==> src/rtl/ddr_region_loader.sv <==
// ddr_region_loader
// Walks up to NUM_REGION DDR regions in order and fills each one with a word stream, with zeros,
// or with a config word followed by zeros. Each word is split little-endian into write beats of
// BEAT_BYTES bytes on a byte-addressed write port.
//
// Ports:
//   clk, rst         rising-edge clock, synchronous active-high reset
//   start            run request, sampled only while idle
//   region_base      absolute byte base per region (32 bits each)
//   region_len       words per region (0 skips the region)
//   region_mode      0 stream, 1 zero fill, 2 cfg word then zeros, 3 illegal
//   cfg_word         first word of mode-2 regions
//   src_data/valid   stream word input, accepted on src_valid & src_ready
//   src_ready        high only while waiting for a stream word
//   mem_addr/data/we write beat, held until mem_ready
//   mem_ready        beat accepted on mem_we & mem_ready
//   busy, done, err  status: not idle, one-cycle end pulse, sticky error
//   region_idx       region currently being processed
module ddr_region_loader #(
  parameter int unsigned NUM_REGION = 5,
  parameter int unsigned WORD_WIDTH = 128,
  parameter int unsigned BYTE_WIDTH = 8,
  parameter int unsigned BEAT_BYTES = 4,
  parameter int unsigned ADDR_WIDTH = 30,
  parameter int unsigned LEN_WIDTH  = 13,
  parameter logic [31:0] DDR_OFFSET = 32'h0800_0000,
  parameter int unsigned IDX_WIDTH  = (NUM_REGION > 1) ? $clog2(NUM_REGION) : 1
) (
  input  logic                             clk,
  input  logic                             rst,
  input  logic                             start,
  input  logic [NUM_REGION*32-1:0]         region_base,
  input  logic [NUM_REGION*LEN_WIDTH-1:0]  region_len,
  input  logic [NUM_REGION*2-1:0]          region_mode,
  input  logic [WORD_WIDTH-1:0]            cfg_word,
  input  logic [WORD_WIDTH-1:0]            src_data,
  input  logic                             src_valid,
  output logic                             src_ready,
  output logic [ADDR_WIDTH-1:0]            mem_addr,
  output logic [BEAT_BYTES*BYTE_WIDTH-1:0] mem_data,
  output logic                             mem_we,
  input  logic                             mem_ready,
  output logic                             busy,
  output logic                             done,
  output logic                             err,
  output logic [IDX_WIDTH-1:0]             region_idx
);

  localparam int unsigned WORD_BYTES = WORD_WIDTH / BYTE_WIDTH;
  localparam int unsigned BPW        = WORD_BYTES / BEAT_BYTES;
  localparam int unsigned BEAT_W     = BEAT_BYTES * BYTE_WIDTH;
  localparam int unsigned BCW        = (BPW > 1) ? $clog2(BPW) : 1;

  localparam logic [2:0] StIdle  = 3'd0;
  localparam logic [2:0] StLoad  = 3'd1;
  localparam logic [2:0] StFetch = 3'd2;
  localparam logic [2:0] StWrite = 3'd3;
  localparam logic [2:0] StNext  = 3'd4;
  localparam logic [2:0] StDone  = 3'd5;

  logic [2:0]            state_q, state_d;
  logic [IDX_WIDTH-1:0]  idx_q, idx_d;
  logic [LEN_WIDTH-1:0]  len_q, len_d;
  logic [1:0]            mode_q, mode_d;
  logic [ADDR_WIDTH-1:0] addr_q, addr_d;
  logic [WORD_WIDTH-1:0] word_q, word_d;
  logic [LEN_WIDTH-1:0]  wcnt_q, wcnt_d;
  logic [BCW-1:0]        beat_q, beat_d;
  logic                  we_q, we_d;
  logic                  rdy_q, rdy_d;
  logic                  busy_q, busy_d;
  logic                  done_q, done_d;
  logic                  err_q, err_d;

  // Region fields of the current index, only consumed in StLoad.
  logic [31:0]           cur_base;
  logic [LEN_WIDTH-1:0]  cur_len;
  logic [1:0]            cur_mode;
  logic [ADDR_WIDTH-1:0] cur_addr;
  logic [63:0]           region_end;
  logic                  out_of_range;
  logic [LEN_WIDTH-1:0]  wcnt_inc;
  logic [WORD_WIDTH-1:0] fill_word;

  always_comb begin
    cur_base     = region_base[32*idx_q +: 32];
    cur_len      = region_len[LEN_WIDTH*idx_q +: LEN_WIDTH];
    cur_mode     = region_mode[2*idx_q +: 2];
    cur_addr     = ADDR_WIDTH'(cur_base - DDR_OFFSET);
    // Wide arithmetic so the end-of-region check cannot wrap.
    region_end   = 64'(cur_addr) + 64'(cur_len) * 64'(WORD_BYTES);
    out_of_range = region_end > (64'd1 << ADDR_WIDTH);
    wcnt_inc     = wcnt_q + LEN_WIDTH'(1);
    fill_word    = (mode_q == 2'd2 && wcnt_q == '0) ? cfg_word : '0;
  end

  always_comb begin
    state_d = state_q;
    idx_d   = idx_q;
    len_d   = len_q;
    mode_d  = mode_q;
    addr_d  = addr_q;
    word_d  = word_q;
    wcnt_d  = wcnt_q;
    beat_d  = beat_q;
    we_d    = we_q;
    rdy_d   = rdy_q;
    busy_d  = busy_q;
    done_d  = 1'b0;
    err_d   = err_q;

    unique case (state_q)
      StIdle: begin
        if (start) begin
          state_d = StLoad;
          idx_d   = '0;
          err_d   = 1'b0;
          busy_d  = 1'b1;
        end
      end
      StLoad: begin
        len_d  = cur_len;
        mode_d = cur_mode;
        addr_d = cur_addr;
        wcnt_d = '0;
        beat_d = '0;
        if (cur_len == '0) begin
          state_d = StNext;
        end else if (cur_mode == 2'd3 || cur_base < DDR_OFFSET || out_of_range) begin
          err_d   = 1'b1;
          state_d = StNext;
        end else begin
          state_d = StFetch;
          rdy_d   = (cur_mode == 2'd0);
        end
      end
      StFetch: begin
        if (mode_q == 2'd0) begin
          if (src_valid && rdy_q) begin
            word_d  = src_data;
            rdy_d   = 1'b0;
            we_d    = 1'b1;
            state_d = StWrite;
          end
        end else begin
          word_d  = fill_word;
          we_d    = 1'b1;
          state_d = StWrite;
        end
      end
      StWrite: begin
        if (mem_ready) begin
          addr_d = addr_q + ADDR_WIDTH'(BEAT_BYTES);
          if (beat_q == BCW'(BPW - 1)) begin
            beat_d = '0;
            we_d   = 1'b0;
            wcnt_d = wcnt_inc;
            if (wcnt_inc == len_q) begin
              state_d = StNext;
            end else begin
              state_d = StFetch;
              rdy_d   = (mode_q == 2'd0);
            end
          end else begin
            beat_d = beat_q + BCW'(1);
            // Lowest beat of word_q drives mem_data, so shifting exposes the next beat.
            word_d = word_q >> BEAT_W;
          end
        end
      end
      StNext: begin
        if (idx_q == IDX_WIDTH'(NUM_REGION - 1)) begin
          state_d = StDone;
          done_d  = 1'b1;
        end else begin
          idx_d   = idx_q + IDX_WIDTH'(1);
          state_d = StLoad;
        end
      end
      StDone: begin
        state_d = StIdle;
        busy_d  = 1'b0;
      end
      default: state_d = StIdle;
    endcase
  end

  always_ff @(posedge clk) begin
    if (rst) begin
      state_q <= StIdle;
      idx_q   <= '0;
      len_q   <= '0;
      mode_q  <= '0;
      addr_q  <= '0;
      word_q  <= '0;
      wcnt_q  <= '0;
      beat_q  <= '0;
      we_q    <= 1'b0;
      rdy_q   <= 1'b0;
      busy_q  <= 1'b0;
      done_q  <= 1'b0;
      err_q   <= 1'b0;
    end else begin
      state_q <= state_d;
      idx_q   <= idx_d;
      len_q   <= len_d;
      mode_q  <= mode_d;
      addr_q  <= addr_d;
      word_q  <= word_d;
      wcnt_q  <= wcnt_d;
      beat_q  <= beat_d;
      we_q    <= we_d;
      rdy_q   <= rdy_d;
      busy_q  <= busy_d;
      done_q  <= done_d;
      err_q   <= err_d;
    end
  end

  assign src_ready  = rdy_q;
  assign mem_addr   = addr_q;
  assign mem_data   = word_q[BEAT_W-1:0];
  assign mem_we     = we_q;
  assign busy       = busy_q;
  assign done       = done_q;
  assign err        = err_q;
  assign region_idx = idx_q;

endmodule
==> config.mk <==
export PLATFORM = sky130hd
export DESIGN_NAME = ddr_region_loader
export DESIGN_NICKNAME = d
export VERILOG_FILES = /design/src/rtl/ddr_region_loader.sv
export SDC_FILE = /design/constraint.sdc
export NUM_CORES = 1
export LEC_CHECK = 0
export ABC_AREA = 1
export CAP_MARGIN = 40
export CORE_AREA = 2 2 217 219
export CTS_CLUSTER_SIZE = 12
export DETAILED_ROUTE_END_ITERATION = 8
export DIE_AREA = 0 0 219 221
export DONT_BUFFER_PORTS = 1
export GPL_TIMING_DRIVEN = 0
export PLACE_DENSITY_LB_ADDON = 0.1
export SYNTH_ARGS = -nofsm -noshare
export SYNTH_HDL_FRONTEND = slang
export SYNTH_SLANG_ARGS = --single-unit
==> constraint.sdc <==
create_clock -name clk -period 6.5 [get_ports clk]
set_input_delay 1.3 -clock clk [delete_from_list [all_inputs] [get_ports clk]]
set_output_delay 1.3 -clock clk [all_outputs]
set_load 0.005 [all_outputs]
## Word-level counts from Yosys, hierarchy flattened

Cells that the tools add are included.

- Bits in registers: 199
- Input port bits: 496
- Output and inout bits: 70
- Word-level logic and storage cells: 120

- Add/sub/neg operators: 6
- $mul: 1
- $lt $le $gt $ge: 2
- Equality and inequality tests: 22
- Shifts and indexed selects: 3
- Multiplexer cells: 47
- Bitwise gates (word level): 1
- Reduce and logical (&&, ||, !) cells: 25

Operators by type and width:

| kind | count |
|---|---|
| 128-bit 2-to-1 mux | 5 |
| 128-bit one-hot mux with 2 select lines | 1 |
| 160-bit by 9-bit variable part select with 32-bit output | 1 |
| 65-bit by 8-bit variable part select with 13-bit output | 1 |
| 30-bit one-hot mux with 2 select lines | 1 |
| 3-bit 2-to-1 mux | 11 |
| 32-bit by 28-bit < comparator with 1-bit output, second input constant | 1 |
| 30-bit by 17-bit adder with 31-bit output | 1 |
| 31-bit greater-than comparator, second input constant | 1 |
| 30-bit by 3-bit adder with 30-bit output, second input constant | 1 |
| 30-bit 2-to-1 mux | 1 |
| 30-bit by 28-bit subtractor with 30-bit output, second input constant | 1 |
| 13-bit logical NOT | 2 |
| 13-bit 2-to-1 mux | 2 |
| 13-bit one-hot mux with 2 select lines | 1 |
| 2-bit != test, second input constant | 11 |
| 1-bit 2-to-1 mux | 16 |
| 4-bit AND reduction | 4 |
| 3-bit one-hot mux with 5 select lines | 1 |
| 13-bit by 1-bit adder with 13-bit output, second input constant | 1 |
| 13-bit == test | 1 |
| 2-bit nonzero test | 5 |
| 10-bit by 5-bit variable part select with 2-bit output | 1 |
| 3-bit == test, second input constant | 3 |
| other kinds (22) | 33 |

## Logic depth before layout (Yosys ltp)

- Depth after elaboration: 8
- Gate-level depth with buffers: 30

## Worst setup path before layout

No wires, ideal clock.

- Kind: input to register
- Start point: input region_base[69]
- End point: register rdy_q, in the netlist src_ready
- Data arrival time: 3.549 ns
- Path slack: 2.837 ns
- Stages: 21
- Path buffers: 0
- Path through: nand2_1 > a221o_1 > o21ai_0 > inv_1 > fa_1 > inv_1 > nand3_1 > nand3_1 > nand3_1 > nand3_1 > nand3_1 > nand2_1 > nand3_1 > nor3b_2 > nand2_2 > nand2_2 > nand2_2 > nand2_2 > nand2_1 > nand2_1 > nor2_2

- Word-level cells in the longest chain between the ends: 7
- Elaborated cells between the ends (all ways): 9

Ends and longest elaborated chain:

| what | RTL line | text |
|---|---|---|
| from (decl) | 32 | `input logic [NUM_REGION*32-1:0] region_base,` |
| 160-bit by 9-bit variable part select with 32-bit output * | 86 | `cur_base = region_base[32*idx_q +: 32];` |
| 30-bit by 28-bit subtractor with 30-bit output | 89 | `cur_addr = ADDR_WIDTH'(cur_base - DDR_OFFSET);` |
| 30-bit by 17-bit adder with 31-bit output | 91 | `region_end = 64'(cur_addr) + 64'(cur_len) * 64'(WORD_BYTES);` |
| 31-bit greater-than comparator | 92 | `out_of_range = region_end > (64'd1 << ADDR_WIDTH);` |
| 1-bit logical OR * | 129 | `end else if (cur_mode == 2'd3 \|\| cur_base < DDR_OFFSET \|\| out_of_range) begin` |
| 2-bit != test (no line) * | - |  |
| 8-bit AND reduction (no line) * | - |  |
| to (signal assigned) | 213 | `rdy_q <= rdy_d;` |
| to (decl) | 70 | `logic rdy_q, rdy_d;` |

Mark *: on every way between the ends. The rest lies on a longest branch, timed or not.
A chain may end at the register's enable or synchronous reset.

## Worst setup path after layout

- Start point: register idx_q[0], in the netlist region_idx[0]
- End point: register rdy_q, in the netlist src_ready

- Word-level cells in the longest chain between the ends: 7
- Elaborated cells between the ends (all ways): 19

Ends and longest elaborated chain:

| what | RTL line | text |
|---|---|---|
| from (decl) | 62 | `logic [IDX_WIDTH-1:0] idx_q, idx_d;` |
| from (signal assigned) | 205 | `idx_q <= idx_d;` |
| 160-bit by 9-bit variable part select with 32-bit output / 4-bit by 3-bit multiplier with 7-bit output (equally long branches) | 86, 87 |  |
| 30-bit by 28-bit subtractor with 30-bit output / 65-bit by 8-bit variable part select with 13-bit output (equally long branches) | 89, 87 |  |
| 30-bit by 17-bit adder with 31-bit output | 91 |  |
| 31-bit greater-than comparator | 92 |  |
| 1-bit logical OR | 129 |  |
| 2-bit != test (no line) | - |  |
| 8-bit AND reduction (no line) | - |  |

Parallel ways exist; a longest one is shown, timed or not. The select of a mux whose other input is x is not followed.

==> impl_metrics.yaml <==
critical_path:
  worstReg2RegEnd: "src_ready"
  crit_required_ns: 6.85
  rrSetupSlack_ns: 1.96
  critPathMaxStageDelay_ns: 0.47
  critPathBufInv: 7
  arrival_ns: 4.88
  cp_top_family: "simple AND/OR/NAND/NOR gates"
  path_max_fanout: 10
  r2r-start: "region_idx[0]"
  cp.depth: 27
  cpMostUsedCell: "nand3_1"
  path_class: "reg -> reg"
  startpoint_type: "flop"
  worst-r2r-cell-count: 27
  end_kind: "flop"
  critPathSlowestCell: "dfxtp_1"
clocking:
  clock_path_buffers: 2
  clk-insertion-delay-late_ns: 0.46
  cts.sinks: 199
  holdBufCountCts: 0
  post_cts_buffers: 0
  cts_root_buf: "clkbuf_16"
  cts_resized: 0
  cts_tree: "done"
  cts_buffers: 17
  htreeDepth: 4
  path_clk_slew_ns: 0.07
die:
  start_util_pct: 30.8
  core_um2: 46100
  ioPinCount: 566
  die_h_um: 221
  fp.dieArea_um2: 48400
  fp.dieW_um: 219
  row_count: 79
place:
  io_buffers: 0
  dp_hpwl_mm: 51.9
  place.gp.congestion: 0.902
  dpl_cell_area_um2: 15000
yosys:
  synth-warning-count: 0
  async_reset_ff_share_pct: 0
  syn-num-nets: 2908
  synth_edf_count: 0
  yosys_register_bits: 199
  syn_area_per_cell_um2: 5.94
  seq_area_frac_synth_pct: 28.1
  synth_flop_cell: "dfxtp_1"
  syn_inst: 2390
  syn_area_um2: 14200
  ys_types: 53
route:
  drtIter0Drc: 1159
  viasPerCell: 5.24
  met2WireLength_mm: 28.0
  dr.max_layer_used: "met4"
  drc: 0
  wl_met3_mm: 4.03
  dr_total_vias: 15900
  wl_per_cell_um: 20.6
  routed_wl_mm: 62.5
  first_pass_iters: 5
  ant_nets: 0
  met1Wirelength_mm: 29.0
global_routing:
  antenna_found_initial: 2
  grt_pass1_vias: 15500
  grt_pass1_wl_mm: 92.2
  grt_overflow: 0
  grt_start_max_net_pins: 20
  grtUsageTotal_pct: 25.1
final_layout:
  final_area_um2: 15600
  area_growth_pct: 10.2
  drive_gt1_share_pct: 6.85
  nets: 2930
  final_core_util_pct: 33.9
hold_path:
  min-delay-start: "word_q[108]"
  hold_depth: 2
  hold_class: "reg -> reg"
  hold-path-endpoint: "word_q[108]"
timing:
  worst_pin_slew_ns: 0.795
  hold_viol_final: 0
  clock.fmax_mhz: 220
  maxSlewViolCount: 0
  slew_headroom_pct: 46.4
  period_share_pct: 69.8
  report.final.setup_viol: 0
  timing.final.crit_period_ns: 4.54
  skew_ns: 0.0151
  rsz0062_at_grt: "false"
  fin_setup_tns_ns: 0
power_and_ir_drop:
  peakVddDrop_uv: 159
  p_per_area_nw_per_um2: 380
  power.static_leakage_nw: 7.43
  finalPower_mw: 5.94
flow_run:
  maxCapViolCount: 0
status:
  status: "finished, final reports clean"
area by class of cell:
class | instances | area, um2
multi-input combinational | 1711 | 8170
clock inverter | 15 | 210
clock buffer | 17 | 425
timing repair buffer | 3 | 37.5
sequential | 199 | 3980
fill | 5274 | 30400
buffer | 185 | 927
inverter | 295 | 1110
tap | 607 | 759
antenna | 4 | 10.0
cell usage in the layout (no fill, tap or decap), types with 4 or more instances in the layout:
cell type | netlist | final
or2_2 | 4 | 4
xor2_1 | 10 | 10
clkbuf_16 | 0 | 17
ha_1 | 21 | 21
inv_1 | 284 | 284
o21bai_1 | 7 | 7
inv_6 | 0 | 4
nor2_1 | 92 | 92
clkbuf_1 | 94 | 94
nand2_2 | 9 | 9
xnor2_1 | 12 | 12
diode_2 | 0 | 4
dfxtp_1 | 199 | 199
a221oi_1 | 5 | 5
nor3_1 | 10 | 10
buf_1 | 6 | 6
a32o_1 | 12 | 12
o21ai_1 | 18 | 18
buf_4 | 43 | 43
a21oi_1 | 323 | 323
nand2_1 | 687 | 687
nand4_1 | 17 | 17
nor2_2 | 8 | 8
inv_2 | 9 | 9
o211ai_1 | 7 | 7
o21ai_0 | 280 | 280
buf_2 | 39 | 39
nand3_1 | 147 | 147
buf_6 | 3 | 5
state kept, by name (all words and copies together) (netlist names):
signal and count:
src_ready 1, mem_we 1, done 1, state_q 3, wcnt_q 13, mem_addr 30
word_q 128, mode_q 2, region_idx 3, len_q 13, beat_q 2, busy 1
err 1
power by group:
| part | internal, mW | total (mW) | switching [mW] |
|---|---|---|---|
| Combinational | 0.918 | 2.92 | 2.00 |
| Sequential | 1.55 | 1.84 | 0.293 |
| Clock | 0.624 | 1.18 | 0.555 |
| Total | 3.09 | 5.94 | 2.85 |
worst max-delay path by stage:
stage,start,endpoint,slack [ns]
after floorplan,region_base[69],src_ready,2.84
after global placement,region_idx[0],src_ready,2.00
after detailed placement,region_idx[0],src_ready,2.02
after CTS,region_idx[0],src_ready,1.99
after global routing,region_idx[0],src_ready,1.66
final,region_idx[0],src_ready,1.96
cell families after synthesis:
| family | Yosys count | share of synthesized area (%) |
|---|---|---|
| buffers and inverters | 480 | 14.4 |
| and+or+nand+nor | 990 | 29.0 |
| xor gates and xnor gates | 22 | 1.36 |
| DFF | 199 | 28.1 |
| AOI/OAI and AO/OA | 677 | 25.2 |
| adders and majority gates | 22 | 1.99 |
per-layer routing:
layer | global-route usage [%] | vias to the layer above
met1 | 34.8 | 7478
met4 | 7.02 | 0
met3 | 3.96 | 71
met2 | 40.0 | 569
li1 | - | 7783
met5 | 1.92 | -
cells in the mapped netlist (10+ instances only):
master	count	area (um2)
inv_1	284	1070
nor3_1	10	50.1
buf_2	39	195
a32o_1	12	120
o21ai_0	280	1400
clkbuf_1	94	353
buf_4	43	323
xor2_1	10	87.6
nand3_1	147	736
xnor2_1	12	105
dfxtp_1	199	3980
nand2_1	687	2580
o21ai_1	18	90.1
a21oi_1	323	1620
ha_1	21	263
nor2_1	92	345
nand4_1	17	106
worst reg2reg max path, cell delays in order (launching register included):
cell,delay [ns]
dfxtp_1,0.47
buf_4,0.23
buf_4,0.19
buf_2,0.25
buf_4,0.21
buf_2,0.22
a21oi_1,0.08
o21ai_0,0.11
a32o_1,0.32
ha_1,0.22
inv_1,0.06
fa_1,0.41
inv_1,0.10
nand3_1,0.07
nand3_1,0.20
nand3_1,0.16
nand3_1,0.13
nand3_1,0.07
nand2_1,0.10
nand3_1,0.10
nor3b_2,0.18
nand2_2,0.14
nand2_2,0.09
nand2_2,0.06
nand2_2,0.10
nand2_1,0.05
nand2_1,0.06
nor2_2,0.04
through the flow:
| step | hold WS [ns] | worst slack (ns) | instances |
|---|---|---|---|
| finish | 0.472 | 1.96 | 3036 |
| global route | 0.490 | 1.66 | 3033 |
| CTS | 0.471 | 1.99 | 3032 |
| detailed placement | 0.460 | 2.02 | 3000 |
| global placement | 0.453 | 2.00 | 2997 |
| floorplan | 0.444 | 2.84 | 2390 |
Note: power is estimated with default switching activity, not from simulation.
